## src/rtl/uart_pkg.sv

```systemverilog
// Shared definitions for the buffered UART transmitter: FSM state codes, parity types, clog2 helper.
// Latency: n/a (definitions only); backpressure: n/a.
package uart_pkg;

    localparam logic [2:0] IDLE   = 3'd0;
    localparam logic [2:0] START  = 3'd1;
    localparam logic [2:0] DATA   = 3'd2;
    localparam logic [2:0] PARITY = 3'd3;
    localparam logic [2:0] STOP   = 3'd4;

    localparam logic PAR_EVEN = 1'b0;
    localparam logic PAR_ODD  = 1'b1;

    function automatic int clog2(input int value);
        int r;
        r = 0;
        for (int i = 0; i < 31; i++) begin
            if ((1 << i) < value) begin
                r = i + 1;
            end
        end
        return r;
    endfunction

endpackage

```

## src/rtl/uart_tx_fifo.sv

```systemverilog
// Synchronous word FIFO feeding the UART serialiser; wrap-around pointers carry an extra MSB.
// Latency: pushed word visible at head one cycle later; backpressure: o_full, pushes while full are dropped.
module uart_tx_fifo
    import uart_pkg::*;
#(
    parameter int DW    = 8,
    parameter int DEPTH = 4
) (
    input  logic          i_clk,
    input  logic          i_rst_n,
    input  logic          i_push,
    input  logic [DW-1:0] i_push_dat,
    input  logic          i_pop,
    output logic [DW-1:0] o_pop_dat,
    output logic          o_full,
    output logic          o_empty
);

    localparam int AW = clog2(DEPTH);

    logic [DW-1:0] r_mem [DEPTH];
    logic [AW:0]   r_wr_ptr;
    logic [AW:0]   r_rd_ptr;
    logic          w_push_ok;
    logic          w_pop_ok;

    // Same index with differing wrap bits means the writer has lapped the reader.
    assign o_empty   = (r_wr_ptr == r_rd_ptr);
    assign o_full    = (r_wr_ptr[AW] != r_rd_ptr[AW]) &&
                       (r_wr_ptr[AW-1:0] == r_rd_ptr[AW-1:0]);
    assign w_push_ok = i_push & ~o_full;
    assign w_pop_ok  = i_pop & ~o_empty;
    assign o_pop_dat = r_mem[r_rd_ptr[AW-1:0]];

    always_ff @(posedge i_clk or negedge i_rst_n) begin
        if (!i_rst_n) begin
            r_wr_ptr <= '0;
            r_rd_ptr <= '0;
        end else begin
            if (w_push_ok) begin
                r_wr_ptr <= r_wr_ptr + (AW + 1)'(1);
            end
            if (w_pop_ok) begin
                r_rd_ptr <= r_rd_ptr + (AW + 1)'(1);
            end
        end
    end

    always_ff @(posedge i_clk) begin
        if (w_push_ok) begin
            r_mem[r_wr_ptr[AW-1:0]] <= i_push_dat;
        end
    end

endmodule

```

## src/rtl/uart_tx_buffered.sv

```systemverilog
// UART transmitter with input FIFO: start|data LSB-first|[parity]|1-2 stop bits, programmable bit period.
// Latency: word pushed into empty FIFO while idle drives the start bit from the next edge; backpressure: Ready=!full, drops flagged by Overflow.
module uart_tx_buffered
    import uart_pkg::*;
#(
    parameter int DATA_WIDTH = 8,
    parameter int FIFO_DEPTH = 4,
    parameter int PRESCALE_W = 6
) (
    input  logic                  CLK,
    input  logic                  RST,
    input  logic [DATA_WIDTH-1:0] P_Data,
    input  logic                  Data_Valid,
    output logic                  Ready,
    input  logic                  PAR_EN,
    input  logic                  PAR_TYP,
    input  logic                  STOP2,
    input  logic [PRESCALE_W-1:0] Prescale,
    output logic                  TX_Out,
    output logic                  Busy,
    output logic                  Overflow
);

    localparam int BW = clog2(DATA_WIDTH);

    logic [2:0]            r_state;
    logic                  r_tx;
    logic                  r_busy;
    logic                  r_overflow;
    logic [DATA_WIDTH-1:0] r_shift;
    logic                  r_par_en;
    logic                  r_par_bit;
    logic                  r_stop2;
    logic                  r_stop_idx;
    logic [PRESCALE_W-1:0] r_presc;
    logic [PRESCALE_W-1:0] r_presc_cnt;
    logic [BW-1:0]         r_bit_cnt;

    logic [DATA_WIDTH-1:0] w_fifo_dat;
    logic                  w_full;
    logic                  w_empty;
    logic                  w_pop;
    logic                  w_bit_end;
    logic                  w_last_stop;
    logic                  w_par_bit;

    uart_tx_fifo #(
        .DW    (DATA_WIDTH),
        .DEPTH (FIFO_DEPTH)
    ) u_fifo (
        .i_clk      (CLK),
        .i_rst_n    (RST),
        .i_push     (Data_Valid),
        .i_push_dat (P_Data),
        .i_pop      (w_pop),
        .o_pop_dat  (w_fifo_dat),
        .o_full     (w_full),
        .o_empty    (w_empty)
    );

    assign Ready    = ~w_full;
    assign TX_Out   = r_tx;
    assign Busy     = r_busy;
    assign Overflow = r_overflow;

    assign w_bit_end   = (r_presc_cnt == r_presc - PRESCALE_W'(1));
    assign w_last_stop = (r_state == STOP) && w_bit_end && (!r_stop2 || r_stop_idx);
    // A new frame launches from idle or straight out of the final stop bit, so back-to-back words leave no gap.
    assign w_pop       = !w_empty && ((r_state == IDLE) || w_last_stop);
    assign w_par_bit   = (PAR_TYP == PAR_ODD) ? ~^w_fifo_dat : ^w_fifo_dat;

    always_ff @(posedge CLK or negedge RST) begin
        if (!RST) begin
            r_state     <= IDLE;
            r_tx        <= 1'b1;
            r_busy      <= 1'b0;
            r_overflow  <= 1'b0;
            r_shift     <= '0;
            r_par_en    <= 1'b0;
            r_par_bit   <= 1'b0;
            r_stop2     <= 1'b0;
            r_stop_idx  <= 1'b0;
            r_presc     <= PRESCALE_W'(1);
            r_presc_cnt <= '0;
            r_bit_cnt   <= '0;
        end else begin
            r_overflow <= Data_Valid & w_full;
            if (w_pop) begin
                // Frame settings are frozen here; later input changes wait for the next frame.
                r_state     <= START;
                r_tx        <= 1'b0;
                r_busy      <= 1'b1;
                r_shift     <= w_fifo_dat;
                r_par_en    <= PAR_EN;
                r_par_bit   <= w_par_bit;
                r_stop2     <= STOP2;
                r_stop_idx  <= 1'b0;
                r_presc     <= (Prescale == '0) ? PRESCALE_W'(1) : Prescale;
                r_presc_cnt <= '0;
                r_bit_cnt   <= '0;
            end else if (r_state != IDLE) begin
                if (!w_bit_end) begin
                    r_presc_cnt <= r_presc_cnt + PRESCALE_W'(1);
                end else begin
                    r_presc_cnt <= '0;
                    case (r_state)
                        START: begin
                            r_state <= DATA;
                            r_tx    <= r_shift[0];
                        end
                        DATA: begin
                            if (r_bit_cnt == BW'(DATA_WIDTH - 1)) begin
                                if (r_par_en) begin
                                    r_state <= PARITY;
                                    r_tx    <= r_par_bit;
                                end else begin
                                    r_state <= STOP;
                                    r_tx    <= 1'b1;
                                end
                            end else begin
                                r_bit_cnt <= r_bit_cnt + BW'(1);
                                r_shift   <= r_shift >> 1;
                                r_tx      <= r_shift[1];
                            end
                        end
                        PARITY: begin
                            r_state <= STOP;
                            r_tx    <= 1'b1;
                        end
                        STOP: begin
                            if (r_stop2 && !r_stop_idx) begin
                                r_stop_idx <= 1'b1;
                            end else begin
                                r_state <= IDLE;
                                r_busy  <= 1'b0;
                                r_tx    <= 1'b1;
                            end
                        end
                        default: begin
                            r_state <= IDLE;
                            r_busy  <= 1'b0;
                            r_tx    <= 1'b1;
                        end
                    endcase
                end
            end
        end
    end

endmodule

```

## config.mk

```make
export PLATFORM = sky130hd
export DESIGN_NAME = uart_tx_buffered
export DESIGN_NICKNAME = d
export VERILOG_FILES = /design/src/rtl/uart_pkg.sv /design/src/rtl/uart_tx_fifo.sv /design/src/rtl/uart_tx_buffered.sv
export SDC_FILE = /design/constraint.sdc
export NUM_CORES = 1
export LEC_CHECK = 0
export ABC_AREA = 1
export CORE_MARGIN = 10
export CORE_UTILIZATION = 50
export CTS_CLUSTER_SIZE = 30
export DETAILED_ROUTE_END_ITERATION = 12
export DONT_BUFFER_PORTS = 1
export GPL_ROUTABILITY_DRIVEN = 0
export MAX_ROUTING_LAYER = met4
export RECOVER_POWER = 50
export SLEW_MARGIN = 20
export SYNTH_ARGS = -nofsm -noshare
export SYNTH_HDL_FRONTEND = slang
export SYNTH_SLANG_ARGS = --single-unit
```

## constraint.sdc

```tcl
create_clock -name CLK -period 2.4 [get_ports CLK]
set_input_delay 0.72 -clock CLK [delete_from_list [all_inputs] [get_ports CLK]]
set_output_delay 0.72 -clock CLK [all_outputs]
set_load 0.02 [all_outputs]
```

==> tab_implementation.tex <==
\begin{tabular}{lr}
\hline
Metric & Value \\
\hline
\multicolumn{2}{l}{\textbf{Placed design}} \\
\quad Buffers added on ports & 0 \\
\quad HPWL after detailed placement & around 4.8 mm \\
\quad Post-placement cell area & 3740 sq um \\
\quad Post-Place Cells & 507 \\
\multicolumn{2}{l}{\textbf{STA}} \\
\quad Tightest Pin Transition & roughly 770 ps \\
\quad Final Hold Viols & 0 \\
\quad Fin crit share & 0.927 \\
\quad Number of max-slew violations in the final report & 0 \\
\quad Number of setup violations in the final report & 0 \\
\quad Max Clock Skew & around 14 ps \\
\quad Post-route setup TNS & 0 ps \\
\quad Maximum clock rate & approximately 450 MHz \\
\quad Unrepaired setup endpoints after global routing & no \\
\quad Shortest period the worst path allows & $\sim$2200 ps \\
\quad Normalized max-slew margin & 0.485 \\
\multicolumn{2}{l}{\textbf{Synthesis}} \\
\quad Post-synth cell types & 35 \\
\quad Post-synth EDFFs & 32 \\
\quad Synth area leader & edfxtp\_1 \\
\quad Fraction of the yosys area taken by sequential cells & 0.532 \\
\quad Summed instance area of the synthesized netlist & roughly 3600 sq um \\
\quad Net count after synthesis & 440 \\
\quad Share of flip-flops with an asynchronous set or reset after synthesis & 0.549 \\
\quad Largest cells by area after synthesis & edfxtp\_1 26\%, dfrtp\_1 25\%, nand2\_1 14\% \\
\quad Number of instances in the synthesized netlist & roughly 410 \\
\quad Fraction of synthesized cell area taken by the top area cell type & 0.264 \\
\quad Total of flip-flops plus latches after synthesis & between 70 and 80 \\
\quad Number of warnings issued by yosys & 0 \\
\quad Synthesized area per cell & between 8 and 9 sq um \\
\quad Dominant register cell in the synthesized netlist & dfrtp\_1 \\
\multicolumn{2}{l}{\textbf{Clock network}} \\
\quad Number of levels in the clock H-tree & 3 \\
\quad Max Buffers Root-to-Sink & 2 \\
\quad Post-CTS Hold Fix Bufs & 0 \\
\quad TritonCTS clock tree & yes \\
\quad Cell at the root of the clock tree & clkbuf\_8 \\
\quad Clock latency at the later pin of the worst-skew pair & 350 ps \\
\quad Number of clock sinks seen by CTS & 71 \\
\quad Clock-pin slew of the registers on the worst-case setup and hold paths & 90 ps \\
\quad Total clock buffers created by CTS & 9 \\
\multicolumn{2}{l}{\textbf{Route}} \\
\quad Wirelength per Cell & 12.7 microns \\
\quad 1st-pass router iterations & 4 \\
\quad Via count normalized by instance count & just under 5 \\
\quad Wire length after detailed routing & 6.69 mm \\
\quad Residual DRC count & 0 \\
\quad Initial DRC Count & 81 \\
\quad DRT antenna net count & 0 \\
\quad Overall via count from detail\_route & about 2600 \\
\multicolumn{2}{l}{\textbf{Pwr}} \\
\quad Standby leakage power & around 0.0019 uW \\
\quad Power density over the cells & 1430 nW/um\^{}2 \\
\quad Worst ir drop on vdd & 0.000503 V \\
\multicolumn{2}{l}{\textbf{Setup path}} \\
\quad Worst Path Max Fanout & 4 \\
\quad Worst setup EP type & output port \\
\quad Launching element type of the critical path & flip-flop \\
\quad Data arrival time of the critical path & approximately 1500 ps \\
\quad Crit Path Class & flip-flop to output port \\
\quad Required time of the critical path & 1680 ps \\
\multicolumn{2}{l}{\textbf{GRT}} \\
\quad Maximum number of pins on one net before global-route repair & 40 \\
\quad Total routing resource utilization after global routing & 0.131 \\
\quad Total global routing overflow & 0 \\
\quad Vias in the first global route & 2435 \\
\quad First-pass GRT wire length & 11.6 mm \\
\quad Initial antenna violation count & 0 \\
\multicolumn{2}{l}{\textbf{Die}} \\
\quad Placeable Area & roughly 7200 sq um \\
\quad Die Footprint & 11100 sq um \\
\quad Initial Utilization & 0.508 \\
\quad Die extent in y & 105 microns \\
\quad I/O pin cnt & 24 \\
\quad Rows & 31 \\
\quad Floorplan die width & 105 microns \\
\multicolumn{2}{l}{\textbf{Finish}} \\
\quad Multi-input gate area in the final layout & around 1400 sq um \\
\quad Most common cell after layout, fill and taps aside & nand2\_1 \\
\quad Area growth, synth to finish & 10.7\% \\
\quad Layout cell share with drive strength beyond 1 & 0.129 \\
\quad Antenna diode count & 0 \\
\quad Top library cells by usage in the layout, fill and taps aside & 134 x nand2\_1, 49 x nand3\_1, 42 x inv\_1 \\
\quad Non-Filler Instances & around 530 \\
\quad Final instance area & 4030 sq um \\
\quad Combined flip-flop and latch cell area & between 1500 and 2000 sq um \\
\quad Post-layout nets & 452 \\
\quad Filler cell count & between 600 and 700 \\
\multicolumn{2}{l}{\textbf{Run}} \\
\quad Max-cap violations & 0 \\
\multicolumn{2}{l}{\textbf{Hold path}} \\
\quad Class of the tightest hold or removal check & input pin to asynchronous set/reset pin \\
\multicolumn{2}{l}{\textbf{Outcome}} \\
\quad Status & complete, no violations \\
\hline
\end{tabular}
-- cell families (layout without fill, tap and decap cells) --
family / after synthesis / after routing / synth area share
buffers and inverters: 59 / 76 / 0.0742
XOR/XNOR: 14 / 14 / 0.0357
adder cells (fa/ha/maj): 9 / 9 / 0.0309
AND/OR/NAND/NOR: 230 / 230 / 0.282
AO/OA/AOI/OAI: 28 / 28 / 0.0443
flip-flops: 71 / 71 / 0.532
-- critical path, stage by stage (launching register included) --
cell and delay, ps:
dfrtp_1 420, inv_1 160, nand2_1 70, nand4_1 110, nand2b_1 140, clkbuf_1 270
-- synth_stat cells, drive strengths merged (6+ instances only) --
master	count
inv	48
o21ai	16
dfrtp	37
edfxtp	32
ha	9
nand3	54
buf	11
xor2	7
xnor2	7
a21oi	6
nor2	29
nand2	138
-- path summary, 6_finish.rpt --
path | slack [ps] | cells past startpoint | endpoint | from
hold / removal | 60 | 0 | r_presc_cnt[4] | RST
min in group CLK | 470 | 0 | u_fifo.r_mem[0][6] | P_Data[6]
max in group asynchronous | 2160 | 0 | r_presc[0] | RST
hold reg to reg | 490 | 1 | u_fifo.r_wr_ptr[2] | u_fifo.r_wr_ptr[2]
setup / recovery | 180 | 5 | Ready | u_fifo.r_wr_ptr[0]
setup reg to reg | 190 | 12 | r_shift[7] | r_presc[0]
-- area by class of cell --
class                   instances  area share
clock buffers                   9      0.0307
clock inverters                 7      0.0301
inverters                      48      0.0453
multi-input cells             281       0.358
flip-flops and latches         71       0.481
well taps                      99      0.0307
repair buffers                 12      0.0245
-- stage by stage --
stage	worst slack [ps]	utilization	hold slack [ps]	total power, uW
finish	176	0.562	56.2	5750
floorplan	403	-	424	4130
detailed placement	119	0.521	426	4620
global route	4.74	0.562	32.7	6290
CTS	97.2	0.555	43.5	5770
global placement	179	0.521	426	4570
-- registers in the layout, indices dropped and copies added (netlist names) --
register and flops:
Busy 1, Overflow 1, TX_Out 1, r_bit_cnt 3, r_par_bit 1, r_par_en 1, r_presc 6, r_presc_cnt 6
r_shift 8, r_state 3, r_stop2 1, r_stop_idx 1, u_fifo.r_mem 32, u_fifo.r_rd_ptr 3, u_fifo.r_wr_ptr 3
-- per-layer routing --
layer  GRT usage  part of all wire  vias to the layer above
met5           -                 0                        -
met4      0.0461             0.012                        0
met2       0.210              0.50                       33
li1            -                 -                     1353
met3      0.0414             0.041                        7
met1       0.153              0.45                     1172
-- power breakdown --
| group | internal, uW | switching [uW] |
|---|---|---|
| sequential | 1700 | 285 |
| combinational | 934 | 1680 |
| clock | 693 | 458 |
| total | 3330 | 2430 |
-- timing repair --
item | in CTS | in global routing
setup buffers | 0 | 4
gates resized for setup | 0 | 2
setup endpoints to repair | 0 | 18
(Power assumes the default switching activity.)
